$ cat config.mk
export PLATFORM = sky130hd
export DESIGN_NAME = turbosound_flat
export DESIGN_NICKNAME = d
export VERILOG_FILES = /design/src/rtl/turbosound_if.sv /design/src/rtl/turbosound.sv /design/src/flat_wrapper.sv
export SDC_FILE = /design/constraint.sdc
export NUM_CORES = 1
export LEC_CHECK = 0
export ABC_CLOCK_PERIOD_IN_PS = 1700
export CORE_MARGIN = 2
export CORE_UTILIZATION = 30
export DETAILED_ROUTE_END_ITERATION = 8
export SYNTH_ARGS = -nofsm -noshare
export SYNTH_HDL_FRONTEND = slang
export SYNTH_SLANG_ARGS = --single-unit
$ cat constraint.sdc
create_clock -name clk28 -period 1.7 [get_ports clk28]
set_input_delay 0.34 -clock clk28 [delete_from_list [all_inputs] [get_ports clk28]]
set_output_delay 0.34 -clock clk28 [all_outputs]
set_load 0.02 [all_outputs]
$ cat src/rtl/turbosound_if.sv
// CPU I/O bus as seen by the TurboSound sequencer: address, strobes and write data.
interface turbosound_if;
  logic [15:0] a;
  logic        iorq;
  logic        m1;
  logic        wr;
  logic [7:0]  d;

  modport master (output a, iorq, m1, wr, d);
  modport slave  (input  a, iorq, m1, wr, d);
endinterface

$ cat src/rtl/turbosound.sv
// Dual AY-3-8912 sequencer: #FFFD/#BFFD decode, chip select, min-width BC1/BDIR strobes, PSG clock.
// Optional macro TURBOSOUND_EN enables the second chip and the #FE/#FF select writes.
module turbosound #(
  parameter int unsigned MIN_STROBE = 8
) (
  input  logic               clk28,
  input  logic               rst_n,
  input  logic               en,
  turbosound_if.slave        bus,
  input  logic               ck35,
  output logic               ay_clk,
  output logic [1:0]         ay_bc1,
  output logic [1:0]         ay_bdir,
  output logic               ay_sel,
  output logic               d_out_active,
  output logic               wait_req
);

  localparam int unsigned    CNT_W   = 4;
  localparam logic [CNT_W-1:0] CNT_MAX = CNT_W'(MIN_STROBE);

  typedef enum logic [1:0] {
    ST_IDLE    = 2'd0,
    ST_STROBE  = 2'd1,
    ST_SWALLOW = 2'd2
  } state_t;

  state_t            state, state_d;
  logic [CNT_W-1:0]  cnt, cnt_d;
  logic              sel_d;
  logic [1:0]        bc1_d, bdir_d;
  logic              wait_d, dout_d;

  logic              hit_c, port_fffd_c, port_bffd_c, access_c;
  logic [1:0]        chip_mask_c;
  logic              unused_bits;

  // Port decode
  assign hit_c       = en & bus.a[15] & ~bus.a[1] & bus.iorq & ~bus.m1;
  assign port_fffd_c = hit_c & bus.a[14];
  assign port_bffd_c = hit_c & ~bus.a[14];
  assign access_c    = port_fffd_c | (port_bffd_c & bus.wr);
  assign chip_mask_c = ay_sel ? 2'b10 : 2'b01;
  assign unused_bits = ^{bus.a[13:2], bus.a[0], bus.d};

`ifdef TURBOSOUND_EN
  logic sel_wr_c;
  assign sel_wr_c = port_fffd_c & bus.wr & (bus.d[7:1] == 7'h7F);
`endif

  // Next state, counter and output pattern
  always_comb begin
    state_d = state;
    cnt_d   = cnt;
    bc1_d   = ay_bc1;
    bdir_d  = ay_bdir;
`ifdef TURBOSOUND_EN
    sel_d   = ay_sel;
`else
    sel_d   = 1'b0;
`endif

    case (state)
      ST_IDLE: begin
        bc1_d  = 2'b00;
        bdir_d = 2'b00;
        cnt_d  = '0;
`ifdef TURBOSOUND_EN
        if (sel_wr_c) begin
          sel_d   = ~bus.d[0];
          state_d = ST_SWALLOW;
        end else
`endif
        if (access_c) begin
          state_d = ST_STROBE;
          cnt_d   = CNT_W'(1);
          bc1_d   = port_fffd_c ? chip_mask_c : 2'b00;
          bdir_d  = bus.wr ? chip_mask_c : 2'b00;
        end
      end
      ST_STROBE: begin
        if (cnt < CNT_MAX) cnt_d = cnt + CNT_W'(1);
        // Strobe holds for the full count, then until the CPU cycle ends
        if ((cnt == CNT_MAX) && !hit_c) begin
          state_d = ST_IDLE;
          cnt_d   = '0;
          bc1_d   = 2'b00;
          bdir_d  = 2'b00;
        end
      end
      ST_SWALLOW: begin
        if (!hit_c) state_d = ST_IDLE;
      end
      default: begin
        state_d = ST_IDLE;
        cnt_d   = '0;
        bc1_d   = 2'b00;
        bdir_d  = 2'b00;
      end
    endcase

    // Disabling the PSGs aborts whatever is in flight
    if (!en) begin
      state_d = ST_IDLE;
      cnt_d   = '0;
      bc1_d   = 2'b00;
      bdir_d  = 2'b00;
    end

    wait_d = (state_d == ST_STROBE) && (cnt_d < CNT_MAX);
    dout_d = (state_d == ST_STROBE) && (|bc1_d) && !(|bdir_d);
  end

  always_ff @(posedge clk28 or negedge rst_n) begin
    if (!rst_n) begin
      state        <= ST_IDLE;
      cnt          <= '0;
      ay_sel       <= 1'b0;
      ay_bc1       <= 2'b00;
      ay_bdir      <= 2'b00;
      wait_req     <= 1'b0;
      d_out_active <= 1'b0;
    end else begin
      state        <= state_d;
      cnt          <= cnt_d;
      ay_sel       <= sel_d;
      ay_bc1       <= bc1_d;
      ay_bdir      <= bdir_d;
      wait_req     <= wait_d;
      d_out_active <= dout_d;
    end
  end

  // PSG clock: divide the 3.5 MHz enable by two, independent of en
  always_ff @(posedge clk28 or negedge rst_n) begin
    if (!rst_n)    ay_clk <= 1'b0;
    else if (ck35) ay_clk <= ~ay_clk;
  end

endmodule

$ cat src/flat_wrapper.sv
// flat-port wrapper written by rule: the top's interface ports become plain ports
module turbosound_flat 
#(
  parameter int unsigned MIN_STROBE = 8
)
  (clk28, rst_n, en, ck35, ay_clk, ay_bc1, ay_bdir, ay_sel, d_out_active, wait_req, bus_a, bus_iorq, bus_m1, bus_wr, bus_d);
  turbosound_if bus_i ();
  input  logic clk28;
  input  logic rst_n;
  input  logic en;
  input  logic ck35;
  output logic ay_clk;
  output logic [1:0] ay_bc1;
  output logic [1:0] ay_bdir;
  output logic ay_sel;
  output logic d_out_active;
  output logic wait_req;
  input wire logic [$bits(bus_i.a)-1:0] bus_a;
  input wire logic [$bits(bus_i.iorq)-1:0] bus_iorq;
  input wire logic [$bits(bus_i.m1)-1:0] bus_m1;
  input wire logic [$bits(bus_i.wr)-1:0] bus_wr;
  input wire logic [$bits(bus_i.d)-1:0] bus_d;
  assign bus_i.a = bus_a;
  assign bus_i.iorq = bus_iorq;
  assign bus_i.m1 = bus_m1;
  assign bus_i.wr = bus_wr;
  assign bus_i.d = bus_d;
  turbosound #(.MIN_STROBE(MIN_STROBE)) u_core (.clk28(clk28), .rst_n(rst_n), .en(en), .bus(bus_i), .ck35(ck35), .ay_clk(ay_clk), .ay_bc1(ay_bc1), .ay_bdir(ay_bdir), .ay_sel(ay_sel), .d_out_active(d_out_active), .wait_req(wait_req));
endmodule
==> impl_metrics.env <==
export IMPL_outcome="completed"
export IMPL_routedWlPerCell_um=11.7
export IMPL_avgSynthCellArea_um2=9.64
export IMPL_worstPathRequired_ns=1.36
export IMPL_syn_cell_area_um2=791
export IMPL_ys_top_cells_by_area="dfrtp_1 41%, inv_1 3.8%, ha_1 3.2%"
export IMPL_setup_ws_ns=0.0634
export IMPL_synthArstFlopShare_pct=100
export IMPL_area_growth_pct=39.2
export IMPL_end_kind="output port"
export IMPL_hold_viol=0
export IMPL_fp_dieW_um=55.3
export IMPL_drv_cap=0
export IMPL_grt_first_pass_wirelength_mm=2.95
export IMPL_drt_iter0_drc=12
export IMPL_coreArea_mm2=0.00248
export IMPL_start_util_pct=31.9
export IMPL_nets=144
export IMPL_antenna_found_initial=0
export IMPL_cpMaxStageDelayCell="clkdlybuf4s50_1"
export IMPL_crit_chain="clkdlybuf4s50_1"
export IMPL_p_leak_nw=0.518
export IMPL_place_congestion=0.733
export IMPL_rsz0062_at_grt="no"
export IMPL_crit_buf_inv=1
export IMPL_arrival_ns=1.30
export IMPL_cp_max_fo=4
export IMPL_drc=0
export IMPL_hold_path_class="in2async"
export IMPL_synth_ff_type="dfrtp_1"
export IMPL_setup_violations=0
export IMPL_grt_pass1_vias=651
export IMPL_drive_above_1_share_pct=22.7
export IMPL_synth_edf_count=0
export IMPL_power_uw=641
export IMPL_numCtsBuffers=3
export IMPL_syn_nets=115
export IMPL_netlist_instances=82
export IMPL_detailedPlace_worstSlack_ns=-0.181
export IMPL_report_final_slew_viol_count=0
export IMPL_synth_seq_cells=13
export IMPL_synth_xor_area_share_pct=3.32
export IMPL_period_share_pct=96.3
export IMPL_ant_nets=0
export IMPL_ir_worst_vdd_mv=0.512
export IMPL_synth_top_family_by_area="simple AND/OR/NAND/NOR gates"
export IMPL_ctsHoldBuffers=0
export IMPL_layout_commonest_cell="clkdlybuf4s50_1"
export IMPL_synthAdderAreaFrac_pct=3.16
export IMPL_max_stage_delay_ns=0.62
export IMPL_yosysTopAreaCell="dfrtp_1"
export IMPL_fillers=240
export IMPL_clkTransAtPathRegs_ns=0.08
export IMPL_via_count=688
export IMPL_dieArea_mm2=0.00306
export IMPL_wl_mm=1.63
export IMPL_synth_cell_types=37
export IMPL_io_buffer_count=16
export IMPL_yosys_area_top_type_share_pct=41.1
export IMPL_die_h_um=55.3
export IMPL_layout_min_cycle_time_ns=1.64
export IMPL_htree_levels=1
export IMPL_via_per_inst=4.91
export IMPL_clock_path_buffers=2
export IMPL_cts_sinks=13
export IMPL_insertion_delay_ns=0.28
export IMPL_fmax_mhz=611
export IMPL_ios=39
export IMPL_synth_mux_area_share_pct=1.27
export IMPL_rows=18
export IMPL_gr_usage_all_layers_pct=12.2
export IMPL_worst_setup_path_start_kind="flop"
export IMPL_worstSetupPathType="reg2out"
export IMPL_crit_family="buffers and inverters"
export IMPL_yosys_warnings=0
export IMPL_drt_pass1_iter_count=4
export IMPL_ys_seq_area_share_pct=41.1
export IMPL_fin_hold_ws_ns=0.353
export IMPL_diodes=0
export IMPL_hpwl_mm=1.31
export IMPL_final_cell_mix="16 x clkdlybuf4s50_1, 13 x dfrtp_1, 12 x buf_4"
export IMPL_fin_worst_skew_ns=0.00821
export IMPL_synthSimpleGateAreaFrac_pct=26.1
export IMPL_cts_root_buf="clkbuf_4"
export IMPL_synth_compound_area_share_pct=16.9
export IMPL_powerDensity_mw_per_mm2=582
export IMPL_globalRouteOverflowTotal=0
export IMPL_cts_tree="done"
export IMPL_post_route_util_pct=44.4
export IMPL_grt_max_degree=14
## sequential cells by signal, indices dropped and copies added (netlist names)
name,cells
u_core.cnt,4
u_core.ay_bc1,2
u_core.ay_bdir,2
u_core.state,2
u_core.ay_clk,1
u_core.d_out_active,1
u_core.wait_req,1
## per-stage QoR
stage,setup TNS [ns],cells,cell area (um2)
2_1_floorplan,0,82,791
3_3_place_gp,-0.494,136,1050
3_5_place_dp,-0.467,136,1050
4_1_cts,0,140,1070
5_1_grt,0,140,1100
6_report,0,140,1100
## power breakdown
| part | total [mW] | internal, mW | switching [mW] |
|---|---|---|---|
| registers | 0.332 | 0.323 | 0.00905 |
| logic | 0.118 | 0.0619 | 0.0558 |
| clock network | 0.191 | 0.0911 | 0.100 |
| total | 0.641 | 0.476 | 0.165 |
## per-layer routing
layer  vias to the layer above  global-route usage, %  wire length, um
li1                        346                      -                -
met1                       312                   17.4              791
met2                        26                   17.5              713
met3                         4                   1.17               90
met4                         0                   7.32               38
met5                         -                      0                0
## area by class of cell
type	count	area, um2	area share [%]
inverter	8	30.0	2.73
sequential	13	325	29.5
tap	30	37.5	3.41
clock buffer	4	26.3	2.39
timing repair buffer	28	250	22.7
multi-input combinational	57	432	39.2
## synthesized netlist by cell type, types with 2 or more instances
cell / number
a21oi_1: 3
a22oi_1: 2
a31oi_1: 2
and3_1: 2
buf_4: 2
dfrtp_1: 13
ha_1: 2
inv_1: 8
nand2_1: 3
nand2b_1: 3
nand4_1: 3
nor2_1: 6
nor2b_1: 4
nor3_1: 3
o21ai_0: 3
xor2_1: 2
## worst paths after layout
path	slack (ns)	cells past startpoint	endpoint	startpoint
setup / recovery	0.06	1	ay_bc1[0]	u_core.ay_bc1[0]$_DFF_PN0_
hold / removal	0.35	2	u_core.ay_bdir[1]$_DFF_PN0_	rst_n
setup reg to reg	0.16	7	u_core.wait_req$_DFF_PN0_	u_core.cnt[0]$_DFFE_PN0P_
hold reg to reg	0.47	1	u_core.ay_clk$_DFFE_PN0P_	u_core.ay_clk$_DFFE_PN0P_
max in group asynchronous	1.18	2	u_core.state[0]$_DFF_PN0_	rst_n
min in group clk28	0.47	1	u_core.ay_clk$_DFFE_PN0P_	u_core.ay_clk$_DFFE_PN0P_
## cell families (layout without fill, tap and decap cells)
kind of cell    count (synthesis)  count (layout)
buf+inv                        12              40
xor+xnor                        3               3
fa+ha+maj                       2               2
simple gates                   32              32
compound gates                 18              18
flops                          13              13
other cells                     1               1
mux                             1               1
## timing repair
item,in CTS,in global routing
gates resized for setup,0,5
setup endpoints to repair,0,1
setup buffers,0,0
Note: power is estimated with default switching activity, not from simulation.
